## src/rtl/addsub_pkg.sv

```systemverilog
// Shared constants and arithmetic helpers for the pipelined add/sub unit.
// Functions work on a MAX_W-wide word and take the active width as an argument,
// so one definition serves every WIDTH below MAX_W.
package addsub_pkg;

  localparam logic OP_ADD = 1'b0;
  localparam logic OP_SUB = 1'b1;

  // Widest operand the helpers can handle; WIDTH must stay below this.
  localparam int MAX_W = 256;

  typedef logic [MAX_W-1:0] word_t;

  // Ones in the low 'width' bits.
  function automatic word_t width_mask(input int width);
    return {MAX_W{1'b1}} >> (MAX_W - width);
  endfunction

  // Largest positive two's-complement value of 'width' bits.
  function automatic word_t smax(input int width);
    return width_mask(width) >> 1;
  endfunction

  // Most negative two's-complement value of 'width' bits (sign bit only).
  function automatic word_t smin(input int width);
    return width_mask(width) ^ smax(width);
  endfunction

  // Returns {ovf, s}. Sub is done as a + ~b + 1 on a width+1 bit sum.
  // Bit positions are picked with masks rather than variable indices.
  function automatic logic [MAX_W:0] addsub_calc(input word_t a, input word_t b,
                                                 input logic op, input logic signed_mode,
                                                 input int width);
    word_t          mask;
    word_t          sign_bit;
    word_t          am;
    word_t          bx;
    logic [MAX_W:0] sum;
    logic [MAX_W:0] carry_bit;
    logic           sa;
    logic           sb;
    logic           ss;
    logic           cy;
    logic           ovf;
    mask      = width_mask(width);
    sign_bit  = smin(width);
    am        = a & mask;
    bx        = (op == OP_ADD) ? (b & mask) : (~b & mask);
    sum       = {1'b0, am} + {1'b0, bx} + {{MAX_W{1'b0}}, op};
    carry_bit = {1'b0, mask} + {{MAX_W{1'b0}}, 1'b1};
    sa        = |(am & sign_bit);
    sb        = |(bx & sign_bit);
    ss        = |(sum[MAX_W-1:0] & sign_bit);
    cy        = |(sum & carry_bit);
    if (signed_mode) begin
      ovf = (sa == sb) && (ss != sa);
    end else begin
      ovf = (op == OP_SUB) ? ~cy : cy;
    end
    return {ovf, sum[MAX_W-1:0] & mask};
  endfunction

endpackage

```

## src/rtl/addsub_stage.sv

```systemverilog
// One pipeline register holding {valid, s, ovf, tag}.
// Latency 1 cycle; loads only when shift=1.
// Backpressure: holds everything while shift=0; payload moves only with a valid entry.
module addsub_stage
  import addsub_pkg::*;
#(
  parameter int WIDTH = 64,
  parameter int TAG_W = 4
) (
  input  logic             clk,
  input  logic             rst_n,
  input  logic             shift,
  input  logic             src_valid,
  input  logic [WIDTH-1:0] src_s,
  input  logic             src_ovf,
  input  logic [TAG_W-1:0] src_tag,
  output logic             valid,
  output logic [WIDTH-1:0] s,
  output logic             ovf,
  output logic [TAG_W-1:0] tag
);

  // Take the upstream entry on shift; invalid entries leave stale payload behind.
  always_ff @(posedge clk or negedge rst_n) begin
    if (!rst_n) begin
      valid <= 1'b0;
      s     <= '0;
      ovf   <= 1'b0;
      tag   <= '0;
    end else if (shift) begin
      valid <= src_valid;
      if (src_valid) begin
        s   <= src_s;
        ovf <= src_ovf;
        tag <= src_tag;
      end
    end
  end

endmodule

```

## src/rtl/addsub_pipe.sv

```systemverilog
// Pipelined add/sub with op select, overflow flag and sideband tag; ADDSUB_PIPE_SAT_EN enables clamping.
// Latency LATENCY cycles from accept to out_valid, one op per cycle.
// Backpressure: whole pipe stalls when the output holds a result that is not taken; bubbles are not collapsed.
module addsub_pipe
  import addsub_pkg::*;
#(
  parameter int WIDTH   = 64,
  parameter int LATENCY = 6,
  parameter int SIGNED  = 1,
  parameter int TAG_W   = 4
) (
  input  logic             clk,
  input  logic             rst_n,
  input  logic             in_valid,
  output logic             in_ready,
  input  logic             in_op,
  input  logic [WIDTH-1:0] in_a,
  input  logic [WIDTH-1:0] in_b,
  input  logic [TAG_W-1:0] in_tag,
  output logic             out_valid,
  input  logic             out_ready,
  output logic [WIDTH-1:0] out_s,
  output logic             out_ovf,
  output logic [TAG_W-1:0] out_tag
);

  // The pipe moves when the output slot is empty or being drained.
  logic adv;
  assign adv      = ~out_valid | out_ready;
  assign in_ready = adv;

  logic [MAX_W:0]   calc;
  logic [WIDTH-1:0] calc_s;
  logic             calc_ovf;
  logic [WIDTH-1:0] load_s;

  assign calc     = addsub_calc(word_t'(in_a), word_t'(in_b), in_op, SIGNED != 0, WIDTH);
  assign calc_ovf = calc[MAX_W];
  assign calc_s   = WIDTH'(calc[MAX_W-1:0]);

`ifdef ADDSUB_PIPE_SAT_EN
  localparam logic [WIDTH-1:0] SAT_MAX = WIDTH'(smax(WIDTH));
  localparam logic [WIDTH-1:0] SAT_MIN = WIDTH'(smin(WIDTH));

  // Clamp on overflow; signed direction follows the sign of A, which matches B's effective sign.
  always_comb begin
    load_s = calc_s;
    if (calc_ovf) begin
      if (SIGNED != 0) begin
        load_s = in_a[WIDTH-1] ? SAT_MIN : SAT_MAX;
      end else begin
        load_s = (in_op == OP_SUB) ? '0 : '1;
      end
    end
  end
`else
  // Wrapped result goes straight into stage 0.
  always_comb begin
    load_s = calc_s;
  end
`endif

  logic             stg_valid [LATENCY];
  logic [WIDTH-1:0] stg_s     [LATENCY];
  logic             stg_ovf   [LATENCY];
  logic [TAG_W-1:0] stg_tag   [LATENCY];

  for (genvar i = 0; i < LATENCY; i++) begin : g_stage
    if (i == 0) begin : g_first
      addsub_stage #(.WIDTH(WIDTH), .TAG_W(TAG_W)) u_stage (
        .clk       (clk),
        .rst_n     (rst_n),
        .shift     (adv),
        .src_valid (in_valid),
        .src_s     (load_s),
        .src_ovf   (calc_ovf),
        .src_tag   (in_tag),
        .valid     (stg_valid[i]),
        .s         (stg_s[i]),
        .ovf       (stg_ovf[i]),
        .tag       (stg_tag[i])
      );
    end else begin : g_next
      addsub_stage #(.WIDTH(WIDTH), .TAG_W(TAG_W)) u_stage (
        .clk       (clk),
        .rst_n     (rst_n),
        .shift     (adv),
        .src_valid (stg_valid[i-1]),
        .src_s     (stg_s[i-1]),
        .src_ovf   (stg_ovf[i-1]),
        .src_tag   (stg_tag[i-1]),
        .valid     (stg_valid[i]),
        .s         (stg_s[i]),
        .ovf       (stg_ovf[i]),
        .tag       (stg_tag[i])
      );
    end
  end

  assign out_valid = stg_valid[LATENCY-1];
  assign out_s     = stg_s[LATENCY-1];
  assign out_ovf   = stg_ovf[LATENCY-1];
  assign out_tag   = stg_tag[LATENCY-1];

endmodule

```

## config.mk

```make
export PLATFORM = sky130hd
export DESIGN_NAME = addsub_pipe
export DESIGN_NICKNAME = d
export VERILOG_FILES = /design/src/rtl/addsub_pkg.sv /design/src/rtl/addsub_stage.sv /design/src/rtl/addsub_pipe.sv
export SDC_FILE = /design/constraint.sdc
export NUM_CORES = 1
export LEC_CHECK = 0
export BUFFER_PORTS_ARGS = -buffer_cell sky130_fd_sc_hd__clkbuf_2
export CORE_UTILIZATION = 55
export DETAILED_ROUTE_END_ITERATION = 8
export PLACE_DENSITY = 0.79
export RECOVER_POWER = 25
export SYNTH_ARGS = -nofsm -noshare
export SYNTH_HDL_FRONTEND = slang
export SYNTH_SLANG_ARGS = --single-unit
```

## constraint.sdc

```tcl
create_clock -name clk -period 2.8 [get_ports clk]
set_input_delay 0.56 -clock clk [delete_from_list [all_inputs] [get_ports clk]]
set_output_delay 0.56 -clock clk [all_outputs]
set_load 0.01 [all_outputs]
```

==> flow_metrics.tcl <==
set metrics [dict create \
    status "finished with violations" \
    violations "negative setup slack" \
    top_usage_layer "met2" \
    ys_seq_area_share_pct 53.3 \
    htree_levels 2 \
    cts_made_buffers 43 \
    tns_ps -152 \
    crit_type "in2reg" \
    p_leak_nw 12.2 \
    clock-root-buffer "clkbuf_16" \
    synth_area_per_cell_um2 12.1 \
    fill_cells 2376 \
    met2_usage_pct 45.1 \
    cts_tree "done" \
    gr-usage-met3_pct 3.29 \
    groute.usage.overall_pct 26.7 \
    via_per_inst 5.49 \
    drt_iter0_markers 754 \
    netlist_area_um2 19700 \
    synth-edff-count 0 \
    first_global_vias 14700 \
    clk_transition_reported_paths_ps 60 \
    finalCritPeriodShare_pct 103 \
    synth_ff_type "dfrtp_1" \
    synth.distinct_cells 59 \
    pwr-share-clk_pct 21.9 \
    nets 2306 \
    cts_sinks 420 \
    io_buffers 207 \
    layout-drive-gt1-share_pct 48.8 \
    cts_buffer_depth 3 \
    slew_headroom_pct 18.1 \
    p_comb_share_pct 36.1 \
    max_freq_ghz 0.347 \
    met1_usage_pct 35.8 \
    final_antenna_net_count 0 \
    num_io_pins 208 \
    row_count 68 \
    start_util_pct 56.5 \
    drc 0 \
    p_int_mw 17.3 \
    required_ps 3220 \
    drt_wl_total_um 48700 \
    maxCapViolCount 0 \
    die_h_um 191 \
    drt-wirelength-per-cell_um 18.8 \
    gp_congestion 0.900 \
    rsz0062_at_grt "true" \
    gr-total-overflow 0 \
    p_sw_mw 8.01 \
    layout_min_cycle_time_ps 2890 \
    ys_ff_latch 420 \
    core-area_um2 34900 \
    grt_first_pass_wirelength_um 76700 \
    finalHoldViolCount 0 \
    final_common_cell "dfrtp_1" \
    area_growth_pct 30.1 \
    utilization_pct 73.5 \
    yosysWarnings 0 \
    die_x_um 191 \
    hold_path_class "in2reg" \
    grt_max_degree 92 \
    worst_skew_pair.late_latency_ps 550 \
    drt_pass1_iterations 5 \
    pwr-share-seq_pct 42.0 \
    worstSetupEndpointType "flip-flop" \
    critPathArrivalTime_ps 3310 \
    syn_inst 1626 \
    setup-violations-final 4 \
    crit_fanout 7 \
    vias 14300 \
    antenna_found_initial 2 \
    tightest_slew_ps 1230 \
    final-max-slew-violation-count 0 \
    vdd_drop_max_mv 0.665 \
    synth_nets 1827 \
    dp_hpwl_um 35500 \
    die_area_um2 36600 \
    skew_ps 18.7 \
    pre_cts_slack_ps -1070 \
    worst_slack_ps -85.4 \
    mostFrequentLayoutCells "420 x dfrtp_1, 345 x mux2_2, 278 x buf_4" \
    synth_async_sr_flop_share_pct 100 \
    start_kind "input pin" \
    swShare_pct 31.6 \
    power_density_nw_per_um2 988 \
]
[power groups by stage]
| stage | sequential (mW) | clock (mW) | combinational, mW |
|---|---|---|---|
| after floorplan | 10.2 | 0 | 5.77 |
| after global routing | 11.0 | 5.86 | 9.92 |
| after detailed placement | 10.8 | 0 | 8.77 |
| final | 10.7 | 5.54 | 9.15 |
| after global placement | 10.5 | 0 | 8.38 |
| after CTS | 10.7 | 5.64 | 8.96 |
[through the flow]
step / area (µm²) / hold slack, ps / std cells / power, mW
CTS: 25100 / 196 / 2579 / 25.3
floorplan: 19900 / 264 / 1626 / 16.0
detailed placement: 23500 / 466 / 2490 / 19.5
global route: 25700 / 227 / 2594 / 26.8
global placement: 23500 / 455 / 2490 / 18.9
finish: 25700 / 216 / 2594 / 25.3
[layer usage]
layer / part of all wire [%] / wire length (µm)
met1: 44 / 21300
met2: 49 / 24000
met3: 4.0 / 1940
met4: 3.0 / 1440
met5: 0.027 / 13
[worst paths after layout]
check                                                 start                           endpoint  slack [ps]  cells past startpoint
min                                               in_tag[3]  g_stage[0].g_first.u_stage.tag[3]         220                      3
max                                                   in_op   g_stage[0].g_first.u_stage.s[59]         -90                     15
min in group asynchronous                             rst_n    g_stage[4].g_next.u_stage.s[62]         820                      2
min reg2reg                g_stage[0].g_first.u_stage.s[48]   g_stage[0].g_first.u_stage.s[48]         480                      2
max in group asynchronous                             rst_n    g_stage[3].g_next.u_stage.s[21]         290                      3
max reg2reg                 g_stage[5].g_next.u_stage.valid   g_stage[0].g_first.u_stage.s[57]         770                      6
[synth_stat cells, types with 17 or more instances]
cell | number | share of area (%)
xnor2_1 | 31 | 1.4
nand2_1 | 145 | 2.8
dfrtp_1 | 420 | 53
o21ai_0 | 93 | 2.4
buf_1 | 44 | 0.84
nor2_1 | 48 | 0.91
a21o_1 | 25 | 0.95
nand4_1 | 21 | 0.67
mux2_2 | 345 | 20
clkbuf_1 | 32 | 0.61
xor2_1 | 85 | 3.8
inv_1 | 22 | 0.42
a21oi_1 | 86 | 2.2
ha_1 | 63 | 4.0
o21bai_1 | 17 | 0.65
[layout make-up]
class / instances / area, µm² / share of cell area (%)
sequential: 420 / 10500 / 41.0
multi-input combinational: 1103 / 9520 / 37.1
timing repair buffer: 514 / 3590 / 14.0
clock buffer: 63 / 1240 / 4.84
tap: 455 / 569 / 2.22
clock inverter: 15 / 139 / 0.541
inverter: 23 / 86.3 / 0.337
antenna: 1 / 2.50 / 0.00975
[logic make-up (layout without fill, tap and decap cells)]
logic type,count (synthesis),after routing,synth area share (%)
XOR/XNOR,116,116,5.15
AND/OR/NAND/NOR,282,282,6.45
other,0,1,0
AO/OA/AOI/OAI,292,292,9.11
buffers and inverters,103,615,1.99
multiplexers,349,349,19.9
flip-flops,420,420,53.3
adder cells (fa/ha/maj),64,64,4.10
[state kept, by name (all words and copies together), names as in the netlist]
name,flops
g_stage.g_first.u_stage.tag,4
g_stage.g_next.u_stage.s,320
g_stage.g_next.u_stage.tag,20
g_stage.g_first.u_stage.valid,1
g_stage.g_first.u_stage.s,64
g_stage.g_next.u_stage.ovf,5
g_stage.g_next.u_stage.valid,5
g_stage.g_first.u_stage.ovf,1
[critical path: stages]
cell and delay, ps:
buf_16 130, buf_6 120, xor2_1 150, ha_1 340, nand2_2 80, buf_4 130
buf_4 130, o21ai_2 180, a21oi_2 90, o211ai_1 330, a31oi_2 180, o31ai_4 120
a31oi_4 190, o311a_1 320, a221o_1 260
[timing repair]
| item | in CTS | in global routing |
|---|---|---|
| cloned | 2 | 0 |
| hold endpoints to repair | 37 | 0 |
| buffers inserted | 8 | 14 |
| endpoints found under the setup margin | 36 | 35 |
| pin swaps | 22 | 71 |
| gates resized for setup | 39 | 110 |
| hold buffers | 1 | 0 |
Power figures use the tool's default switching activity.
